--- src/rtl/alu_pipe_pkg.sv ---
// Shared opcode map and S1 payload type for the alu_pipe two-stage ALU.
package alu_pipe_pkg;

   localparam int MAX_W = 32;

   localparam logic [2:0] OP_CLR  = 3'b000;
   localparam logic [2:0] OP_AND  = 3'b001;
   localparam logic [2:0] OP_OR   = 3'b010;
   localparam logic [2:0] OP_PASS = 3'b011;
   localparam logic [2:0] OP_ADD  = 3'b100;
   localparam logic [2:0] OP_SUB  = 3'b101;
   localparam logic [2:0] OP_SRL  = 3'b110;
   localparam logic [2:0] OP_SLL  = 3'b111;

   // Operands are stored LSB-aligned; bits at WIDTH and above stay zero.
   typedef struct packed {
      logic [MAX_W-1:0] a;
      logic [MAX_W-1:0] b;
      logic [2:0]       op;
   } s1_payload_t;

endpackage

--- src/rtl/alu_pipe_addsub.sv ---
// WIDTH-bit ripple adder/subtractor; sub=1 computes a + ~b + 1.
module alu_addsub #(
   parameter int WIDTH = 8
) (
   input  logic [WIDTH-1:0] a,
   input  logic [WIDTH-1:0] b,
   input  logic             sub,
   output logic [WIDTH-1:0] sum,
   output logic             c_out,
   output logic             v
);

   logic [WIDTH:0]   c;
   logic [WIDTH-1:0] b_x;

   assign b_x  = b ^ {WIDTH{sub}};
   assign c[0] = sub;

   for (genvar i = 0; i < WIDTH; i++) begin : g_ripple
      assign sum[i]  = a[i] ^ b_x[i] ^ c[i];
      assign c[i+1]  = (a[i] & b_x[i]) | (c[i] & (a[i] ^ b_x[i]));
   end

   assign c_out = c[WIDTH];
   assign v     = c[WIDTH] ^ c[WIDTH-1];

endmodule

--- src/rtl/alu_pipe.sv ---
// Two-stage valid/ready ALU with carry, overflow and sticky overflow flags.
// Build option: define ALU_PIPE_SAT_EN to saturate ADD/SUB results on signed overflow.
module alu_pipe
   import alu_pipe_pkg::*;
#(
   parameter int WIDTH = 8
) (
   input  logic             clk,
   input  logic             reset,
   input  logic             in_valid,
   output logic             in_ready,
   input  logic [WIDTH-1:0] src_a,
   input  logic [WIDTH-1:0] src_b,
   input  logic [2:0]       opcode,
   output logic             out_valid,
   input  logic             out_ready,
   output logic [WIDTH-1:0] alu_out,
   output logic             zero,
   output logic             overflow,
   output logic             carry,
   output logic             ovf_sticky,
   input  logic             clr_sticky
);

   localparam int             SHW   = $clog2(WIDTH) + 1;
   localparam logic [SHW-1:0] W_AMT = SHW'(WIDTH);

   s1_payload_t      s1_q, s1_d;
   logic             s1_valid_q, s1_valid_d;
   logic             s2_valid_q, s2_valid_d;
   logic [WIDTH-1:0] res_q, res_d;
   logic             zero_q, zero_d, ovf_q, ovf_d, carry_q, carry_d;
   logic             sticky_q, sticky_d;

   logic             s1_adv, in_fire, out_fire;
   logic [WIDTH-1:0] op_a, op_b, as_sum, calc_res;
   logic [SHW-1:0]   sh_amt;
   logic             as_sub, as_c, as_v, calc_v, calc_c;

   assign s1_adv   = !s2_valid_q || out_ready;
   assign in_ready = !s1_valid_q || s1_adv;
   assign in_fire  = in_valid && in_ready;
   assign out_fire = s2_valid_q && out_ready;

   assign op_a   = s1_q.a[WIDTH-1:0];
   assign op_b   = s1_q.b[WIDTH-1:0];
   assign sh_amt = op_b[SHW-1:0];
   assign as_sub = (s1_q.op == OP_SUB);

   alu_addsub #(.WIDTH(WIDTH)) u_addsub (
      .a     (op_a),
      .b     (op_b),
      .sub   (as_sub),
      .sum   (as_sum),
      .c_out (as_c),
      .v     (as_v)
   );

   always_comb begin
      // NOTE: every always_comb output gets a default first so no latch is inferred.
      calc_res = '0;
      calc_v   = 1'b0;
      calc_c   = 1'b0;
      case (s1_q.op)
         OP_AND:  calc_res = op_a & op_b;
         OP_OR:   calc_res = op_a | op_b;
         OP_PASS: calc_res = op_a;
         OP_ADD, OP_SUB: begin
            calc_res = as_sum;
            calc_v   = as_v;
            calc_c   = as_c;
`ifdef ALU_PIPE_SAT_EN
            // A wrapped sum with MSB set means the true result was too positive.
            if (as_v) calc_res = as_sum[WIDTH-1] ? {1'b0, {(WIDTH-1){1'b1}}}
                                                 : {1'b1, {(WIDTH-1){1'b0}}};
`endif
         end
         OP_SRL:  calc_res = (sh_amt >= W_AMT) ? '0 : (op_a >> sh_amt);
         OP_SLL:  calc_res = (sh_amt >= W_AMT) ? '0 : (op_a << sh_amt);
         default: calc_res = '0;
      endcase
   end

   always_comb begin
      s1_valid_d = in_fire || (s1_valid_q && !s1_adv);
      s1_d       = s1_q;
      if (in_fire) begin
         s1_d                = '0;
         s1_d.a[WIDTH-1:0]   = src_a;
         s1_d.b[WIDTH-1:0]   = src_b;
         s1_d.op             = opcode;
      end

      s2_valid_d = s1_adv ? s1_valid_q : s2_valid_q;
      res_d      = res_q;
      zero_d     = zero_q;
      ovf_d      = ovf_q;
      carry_d    = carry_q;
      if (s1_adv && s1_valid_q) begin
         res_d   = calc_res;
         zero_d  = (calc_res == '0);
         ovf_d   = calc_v;
         carry_d = calc_c;
      end

      // Set has priority over a coincident clear.
      sticky_d = (out_fire && ovf_q) || (sticky_q && !clr_sticky);
   end

   // NOTE: the S1 operand payload has no reset; s1_valid_q alone qualifies it.
   always_ff @(posedge clk) begin
      s1_q <= s1_d;
   end

   // NOTE: sequential state uses non-blocking assignments only.
   always_ff @(posedge clk or negedge reset) begin
      if (!reset) begin
         s1_valid_q <= 1'b0;
         s2_valid_q <= 1'b0;
         res_q      <= '0;
         zero_q     <= 1'b1;
         ovf_q      <= 1'b0;
         carry_q    <= 1'b0;
         sticky_q   <= 1'b0;
      end else begin
         s1_valid_q <= s1_valid_d;
         s2_valid_q <= s2_valid_d;
         res_q      <= res_d;
         zero_q     <= zero_d;
         ovf_q      <= ovf_d;
         carry_q    <= carry_d;
         sticky_q   <= sticky_d;
      end
   end

   assign out_valid  = s2_valid_q;
   assign alu_out    = res_q;
   assign zero       = zero_q;
   assign overflow   = ovf_q;
   assign carry      = carry_q;
   assign ovf_sticky = sticky_q;

endmodule

--- config.mk ---
export PLATFORM = sky130hd
export DESIGN_NAME = alu_pipe
export DESIGN_NICKNAME = d
export VERILOG_FILES = /design/src/rtl/alu_pipe_pkg.sv /design/src/rtl/alu_pipe_addsub.sv /design/src/rtl/alu_pipe.sv
export SDC_FILE = /design/constraint.sdc
export NUM_CORES = 1
export LEC_CHECK = 0
export BUFFER_PORTS_ARGS = -buffer_cell sky130_fd_sc_hd__clkbuf_2
export CAP_MARGIN = 10
export CORE_ASPECT_RATIO = 0.7
export CORE_MARGIN = 4
export CORE_UTILIZATION = 51
export DETAILED_ROUTE_END_ITERATION = 12
export MAX_ROUTING_LAYER = met4
export PLACE_DENSITY = 0.84
export SLEW_MARGIN = 10
export SYNTH_ARGS = -nofsm -noshare
export SYNTH_HDL_FRONTEND = slang
export SYNTH_SLANG_ARGS = --single-unit
--- constraint.sdc ---
create_clock -name clk -period 4.8 [get_ports clk]
set_clock_uncertainty 0.2 [all_clocks]
set_input_delay 0.24 -clock clk [delete_from_list [all_inputs] [get_ports clk]]
set_output_delay 0.24 -clock clk [all_outputs]
set_load 0.01 [all_outputs]
==> results of run 1 <==
## logic make-up (layout without fill, tap and decap cells)
| kind of cell | Yosys count | in the layout | share of synthesized area (%) |
|---|---|---|---|
| mux | 20 | 20 | 9.91 |
| fa+ha+maj | 10 | 10 | 7.73 |
| buf+inv | 27 | 96 | 5.88 |
| simple gates | 74 | 74 | 18.1 |
| xor+xnor | 8 | 8 | 3.05 |
| compound gates | 50 | 50 | 15.2 |
| flops | 33 | 33 | 40.1 |
## state kept, by name, indices dropped and copies added, names as in the netlist
name        count
op_a            8
zero            1
carry           1
ovf_sticky      1
out_valid       1
s1_valid_q      1
alu_out         8
overflow        1
s1_q            3
op_b            8
## synthesized netlist by cell type (2+ instances only)
cell type	count
mux2_2	7
xnor2_1	6
buf_2	6
inv_1	13
o211ai_1	6
nand4b_1	2
dfrtp_1	13
nand4_1	4
and2_1	2
a22o_1	2
o21ai_0	11
o22ai_1	3
xor2_1	2
fa_1	7
a22oi_1	3
nor2b_1	9
o21a_1	3
clkbuf_1	3
a211o_1	2
edfxtp_1	19
nand2_1	19
o21ai_1	3
nand3_1	9
a21oi_1	4
ha_1	3
a31oi_1	3
nor2_1	6
mux2i_1	10
nand2b_1	12
buf_6	3
nand3b_1	2
## repair_timing
action                                  CTS  global route
gates cloned                              0             0
endpoints found under the hold margin    35             0
pin swaps                                 2             3
gates resized for setup                   2             9
endpoints found under the setup margin    1             1
buffers inserted                          2             0
hold buffers                             22             0
## power breakdown
part	switching, W	total (W)	internal (W)
Sequential	0.0000291	0.000365	0.000336
Combinational	0.000120	0.000234	0.000114
Clock	0.000107	0.000260	0.000153
Total	0.000256	0.000859	0.000603
## stage by stage
| step | util (%) | instances | cell area, µm² | setup TNS [ps] |
|---|---|---|---|---|
| 3_5_place_dp | 59.2 | 314 | 2580 | -87.4 |
| 6_report | 67.8 | 346 | 2950 | 0 |
| 3_3_place_gp | 59.2 | 314 | 2580 | 0 |
| 2_1_floorplan | - | 222 | 2310 | 0 |
| 4_1_cts | 67.2 | 346 | 2930 | 0 |
| 5_1_grt | 67.8 | 346 | 2950 | 0 |
## worst reg2reg max path, cell delays in order (launching register included)
cell      delay, ps
edfxtp_1        430
nor2b_4         170
nand2_4          80
xnor2_2         150
fa_2            360
fa_2            340
inv_2            60
fa_2            180
inv_1            50
fa_2            330
fa_2            340
inv_2            60
fa_2            190
inv_1            50
fa_1            450
a221oi_2        280
o211ai_1        140
or4_1           430
o31ai_2         180
## path summary, 6_finish.rpt
check                      startpoint          to  slack, ps  cells after the start
hold / removal              out_ready  ovf_sticky         20                      3
min in group asynchronous       reset  alu_out[1]        180                      2
setup reg to reg              s1_q[1]        zero        260                     18
max in group asynchronous       reset        zero       3920                      2
hold reg to reg                 carry       carry        290                      2
setup / recovery              s1_q[1]        zero        260                     18
## area by class of cell
| class | instances | area, µm² |
|---|---|---|
| clock inverters | 2 | 33.8 |
| flip-flops and latches | 33 | 922 |
| well taps | 55 | 68.8 |
| multi-input cells | 162 | 1280 |
| inverters | 13 | 48.8 |
| repair buffers | 75 | 526 |
| fillers | 342 | 1400 |
| clock buffers | 6 | 72.6 |
## per-layer routing
metal	GRT usage (%)	share of wire, %	vias to the layer above
li1	-	-	940
met1	33.4	44	947
met2	35.2	45	96
met3	5.15	9.6	7
met4	5.47	0.88	0
met5	-	0	-
==> metrics.cfg, run 1 <==
[outcome]
status = finished, final reports clean

[floorplanning]
rows = 20
die_width_um = 88.2
initial_core_util_pct = 52.8
dieArea_um2 = 5660
coreArea_um2 = 4350
die_h_um = 64.2
ios = 38

[clock_tree]
cts.sinks = 33
cts-root-buf = clkbuf_8
clk_latency_ps = 300
tritoncts = built
cts_buffer_depth = 2
path_clk_slew_ps = 80
htreeDepth = 2
cts_buffers = 5

[critical_path]
crit_fanout = 3
cp-end-kind = register
crit_chain = nor2b_4, nand2_4, xnor2_2, fa_2, fa_2, inv_2, fa_2, inv_1, fa_2, fa_2, inv_2, fa_2, inv_1, fa_1, a221oi_2, o211ai_1, or4_1, o31ai_2
cp.arrival_ps = 4560
path_delay_family = adder cells
worstSetupPathType = register to register
worst_setup_path_start_kind = register
cp_common_cell = fa_2
cp_data_required_time_ps = 4820
cp_num_buf_inv = 4
cpMaxStageDelayCell = fa_1
slowest_delay_ps = 450

[timing]
finalHoldViolations = 0
finalMaxSlewViolations = 0
fmax_mhz = 220
rsz0062_at_grt = no
fin_crit_ps = 4540
worst_pin_slew_ps = 990
period_share_pct = 94.5
hold_ws_ps = 16.3
setup_slack_ps = 264
slew_headroom_pct = 34.0
finalSetupViolCount = 0

[detailed_routing]
num_vias = 1990
totalWireLength_um = 6040
drtAntennaViolNets = 0
drt-initial-drc-count = 190
avgViaCountPerCell = 5.75
first_pass_iters = 4
route.detailed.drc = 0
post_drt_wl_per_cell_um = 17.5

[global_routing]
track_usage_pct = 23.7
antenna_found_initial = 0
gr-total-overflow = 0
grt_pass1_vias = 1996
grt_pass1_wl_um = 9930
grt_max_degree = 28

[synthesis]
synth_top_flop_cell = edfxtp_1
synth_area_um2 = 2300
yosys-top-cells-area = edfxtp_1, dfrtp_1, fa_1
synthArstFlopShare_pct = 42.4
synth_top_area_share_pct = 24.8
ys_seq_area_share_pct = 40.1
ys_ff_latch = 33
synth_edf_count = 19
synth_cell_types = 56
synth.avg_cell_area_um2 = 10.4
synth_top_area_cell = edfxtp_1
synthCells = 222
synthesis.nets = 256
synth_warnings = 0

[cells_and_area]
nNetsFinal = 324
area_growth_syn_to_layout_pct = 28.4
final_cell_mix = clkbuf_2, dlygate4sd3_1, edfxtp_1
diodes = 0
layout_commonest_cell = clkbuf_2
drive_above_1_share_pct = 29.2

[placement]
preCtsSetupSlack_ps = -87.4
io_buffers = 37
routabilityCongestion = 0.972
dp_hpwl_um = 4190

[pwr]
leakagePower_nw = 1.25
total_power_w = 0.000859
powerDensity_nw_per_um2 = 291
vdd_drop_max_mv = 0.220

[min_path]
hp-class = input pin to register

[job]
maxCapViolCount = 0

Power figures use the tool's default switching activity.
==> inputs of run 2 (changes only) <==
- CELL_PAD_IN_SITES_DETAIL_PLACEMENT: not set -> 1
- CELL_PAD_IN_SITES_GLOBAL_PLACEMENT: not set -> 1
- CORE_UTILIZATION: 51 -> 40
- PLACE_DENSITY: 0.84 -> 0.85
==> metrics.cfg, run 2 (synthesis results as in run 1) <==
[outcome]
status = finished, violations left
violations = setup timing

[critical_path]
worstSetupPathType = register to register
cp.arrival_ps = 4950
worst_setup_path_start_kind = register
r2r_cells = 18
cp-end-kind = register
cp_data_required_time_ps = 4810
crit_fanout = 3

[clock_tree]
path_clk_slew_ps = 80
cts-root-buf = clkbuf_8
cts_buffer_depth = 2
clk_latency_ps = 300
cts.sinks = 33
htreeDepth = 2
cts_buffers = 5
tritoncts = built

[global_routing]
antenna_found_initial = 0
gr-total-overflow = 0
grt_busiest_layer = met2
track_usage_pct = 21.4
grt_max_degree = 28
grtUsageMet1_pct = 27.8
grt_pass1_vias = 2094
grt_pass1_wl_um = 11300
met2_usage_pct = 33.0
grt_util_met3_pct = 5.74

[detailed_routing]
drtAntennaViolNets = 0
avgViaCountPerCell = 5.61
drt-initial-drc-count = 168
totalWireLength_um = 7220
first_pass_iters = 4
num_vias = 2043
post_drt_wl_per_cell_um = 19.8
route.detailed.drc = 0

[placement]
routabilityCongestion = 0.922
io_buffers = 37
dp_hpwl_um = 4820
place_area_um2 = 2580

[timing]
slew_headroom_pct = 41.5
setup_slack_ps = -135
rsz0062_at_grt = yes
finalHoldViolations = 0
finalMaxSlewViolations = 0
finalSetupViolCount = 1
worst_pin_slew_ps = 877
fmax_mhz = 203
fin_crit_ps = 4940
period_share_pct = 103

[floorplanning]
dieArea_um2 = 7040
die_h_um = 71.4
die_width_um = 98.6
ios = 38
rows = 22
initial_core_util_pct = 42.6
coreArea_um2 = 5400

[min_path]
hp-class = input pin to register
holdPathStages = 3

[cells_and_area]
area_growth_syn_to_layout_pct = 31.1
nNetsFinal = 325
multiInputGateArea_um2 = 1300
regArea_um2 = 922
fin_util_pct = 55.9
drive_above_1_share_pct = 30.8
diodes = 0
final_cell_area_um2 = 3010
final_cell_mix = clkbuf_2, dlygate4sd3_1, edfxtp_1
layout_commonest_cell = clkbuf_2
fillers = 616

[job]
maxCapViolCount = 0

[pwr]
vdd_drop_max_mv = 0.158
leakagePower_nw = 1.26
powerDensity_nw_per_um2 = 294

## run 2: repair_timing
item	in CTS	in global routing
endpoints found under the setup margin	1	2
pin swaps	2	11
hold buffers	22	0
buffers inserted	5	2
endpoints found under the hold margin	35	0
gates resized for setup	4	14
## run 2: layout make-up
cell class	instances	area share, %
clock buffers	5	2.28
clock inverters	3	1.37
repair buffers	76	17.9
multi-input cells	162	43.2
inverters	13	1.62
flip-flops and latches	33	30.6
well taps	72	2.99
## run 2: path summary, 6_finish.rpt
kind	startpoint	endpoint	slack (ps)
min in group asynchronous	reset	alu_out[2]	190
setup reg to reg	s1_q[1]	zero	-140
hold / removal	out_ready	ovf_sticky	50
max in group asynchronous	reset	zero	3910
hold reg to reg	alu_out[0]	alu_out[0]	290
setup / recovery	s1_q[1]	zero	-140
## run 2: report_power, final
| group | total (W) | internal [W] | switching (W) |
|---|---|---|---|
| logic | 0.000258 | 0.000123 | 0.000136 |
| registers | 0.000364 | 0.000336 | 0.0000284 |
| clock network | 0.000263 | 0.000153 | 0.000110 |
## run 2: metrics by stage
step / power (W) / setup WS (ps) / hold slack [ps] / cells / TNS (ps)
2_1_floorplan: 0.000503 / 1.90 / -256 / 222 / 0
3_3_place_gp: 0.000572 / 56.9 / -46.2 / 329 / 0
3_5_place_dp: 0.000585 / -237 / -38.6 / 329 / -237
4_1_cts: 0.000872 / -88.3 / 26.2 / 364 / -88.3
5_1_grt: 0.000938 / -309 / 60.4 / 364 / -465
6_report: 0.000886 / -135 / 48.4 / 364 / -135
## run 2: routing by layer
layer  vias up  wire length (µm)
met2        76              3430
met4         0               125
met1      1009              3160
met5         -                 0
li1        942                 -
met3        16               505
## run 2: critical path: stages (launching register included)
cell and delay, ps:
edfxtp_1 430, nor2b_4 160, nand2_4 90, xnor2_4 160, fa_2 410, fa_2 380, inv_2 80, fa_2 200
inv_2 40, fa_2 380, fa_2 390, inv_2 80, fa_2 220, inv_2 40, fa_1 480, a221oi_2 280
o211ai_1 170, or4_4 460, o31ai_4 180
==> inputs of run 3 (changes only) <==
- CORE_ASPECT_RATIO: 0.7 -> 0.6
- SKIP_CTS_REPAIR_TIMING: not set -> 1
==> metrics.cfg, run 3 (synthesis results as in run 1) <==
[clock_tree]
cts-root-buf = clkbuf_8
cts_buffers = 5
tritoncts = built
cts.sinks = 33
cts_buffer_depth = 2
path_clk_slew_ps = 70
htreeDepth = 2
clk_latency_ps = 290

[cells_and_area]
layout_commonest_cell = clkbuf_2
area_growth_syn_to_layout_pct = 28.5
fin_util_pct = 53.0
nNetsFinal = 321
diodes = 0
drive_above_1_share_pct = 27.8
final_cell_mix = clkbuf_2, dlygate4sd3_1, edfxtp_1
instances_no_fill = 368

[placement]
dp_hpwl_um = 5010
preCtsSetupSlack_ps = -157
io_buffers = 37
post-place-cells = 338
routabilityCongestion = 0.962

[timing]
setup_slack_ps = 73.8
hold_ws_ps = 53.9
finalSetupViolCount = 0
fin_tns_setup_ps = 0
rsz0062_at_grt = yes
worst_pin_slew_ps = 867
fin_crit_ps = 4730
finalMaxSlewViolations = 0
slew_headroom_pct = 42.2
period_share_pct = 98.5
finalHoldViolations = 0
fmax_mhz = 212

[critical_path]
crit_end = zero
path_depth = 18
cp_common_cell = fa_2
reg2reg_to = zero
slowest_delay_ps = 500
r2r-start = s1_q[1]
worst-r2r-setup-slack_ps = 70
r2r_cells = 18
cpMaxStageDelayCell = fa_1
crit_fanout = 3
worstSetupPathType = register to register
cp-end-kind = register
worst_setup_path_start_kind = register
path_delay_family = adder cells
startpoint = s1_q[1]
crit_chain = nor2b_2, nand2_4, xnor2_2, fa_2, fa_1, inv_1, fa_1, inv_1, fa_2, fa_2, inv_2, fa_2, inv_1, fa_1, a221oi_2, o211ai_1, or4_1, o31ai_2
cp_num_buf_inv = 4
cp_data_required_time_ps = 4800
cp.arrival_ps = 4730

[global_routing]
antenna_found_initial = 0
grt_pass1_wl_um = 10900
grt_max_degree = 28
track_usage_pct = 21.0
gr-total-overflow = 0
grt_pass1_vias = 2036

[floorplanning]
dieArea_um2 = 7060
die_width_um = 106
rows = 21
die_h_um = 66.7
ios = 38
coreArea_um2 = 5570
initial_core_util_pct = 41.3

[detailed_routing]
num_vias = 2015
route.detailed.drc = 0
first_pass_iters = 4
drtAntennaViolNets = 0
totalWireLength_um = 7070
post_drt_wl_per_cell_um = 19.2
drt-initial-drc-count = 160
avgViaCountPerCell = 5.48

[pwr]
clockPowerShare_pct = 30.0
vdd_drop_max_mv = 0.136
p_sw_w = 0.000264
powerDensity_nw_per_um2 = 293
p_sw_share_pct = 30.5
leakagePower_nw = 1.23
internal_power_w = 0.000601
seqPwrFrac_pct = 42.0
combPwrFrac_pct = 28.0

[job]
maxCapViolCount = 0

[outcome]
status = finished, final reports clean

[min_path]
hp-class = input pin to register
holdPathStages = 3

## run 3: worst reg2reg max path, cell delays in order (launching register included)
cell	delay, ps
edfxtp_1	400
nor2b_2	190
nand2_4	90
xnor2_2	150
fa_2	370
fa_1	360
inv_1	70
fa_1	150
inv_1	50
fa_2	340
fa_2	360
inv_2	70
fa_2	200
inv_1	70
fa_1	500
a221oi_2	300
o211ai_1	150
or4_1	430
o31ai_2	200
## run 3: worst min-delay path by stage
stage	startpoint	endpoint	slack, ps
3_5_place_dp	reset	alu_out[7]	-30
2_1_floorplan	reset	alu_out[0]	-260
6_report	out_ready	ovf_sticky	50
5_1_grt	out_ready	ovf_sticky	60
3_3_place_gp	reset	alu_out[7]	-40
4_1_cts	reset	carry	-350
## run 3: layer usage
layer  GRT usage, %  up-vias  share of wire, %
li1               -      934                 -
met1           28.8     1010                46
met2           30.8       62                46
met3           6.10        9               6.5
met4           4.85        0               1.0
met5              -        -                 0
## run 3: stage by stage
step | total power [W] | area (µm²)
CTS | 0.000850 | 2710
global placement | 0.000575 | 2600
floorplan | 0.000503 | 2310
detailed placement | 0.000588 | 2600
global route | 0.000918 | 2950
finish | 0.000865 | 2950
## run 3: area by class of cell
cell class,count,area (µm²)
clock buffer,5,68.8
clock inverter,3,41.3
fill,639,2620
inverter,13,48.8
multi-input combinational,162,1270
sequential,33,922
tap,80,100
timing repair buffer,72,503
## run 3: power by group through the flow
stage	logic, W	clock network, W	registers, W
2_1_floorplan	0.000131	0	0.000372
3_3_place_gp	0.000208	0	0.000367
3_5_place_dp	0.000219	0	0.000369
4_1_cts	0.000222	0.000265	0.000363
5_1_grt	0.000269	0.000282	0.000368
6_report	0.000242	0.000260	0.000363
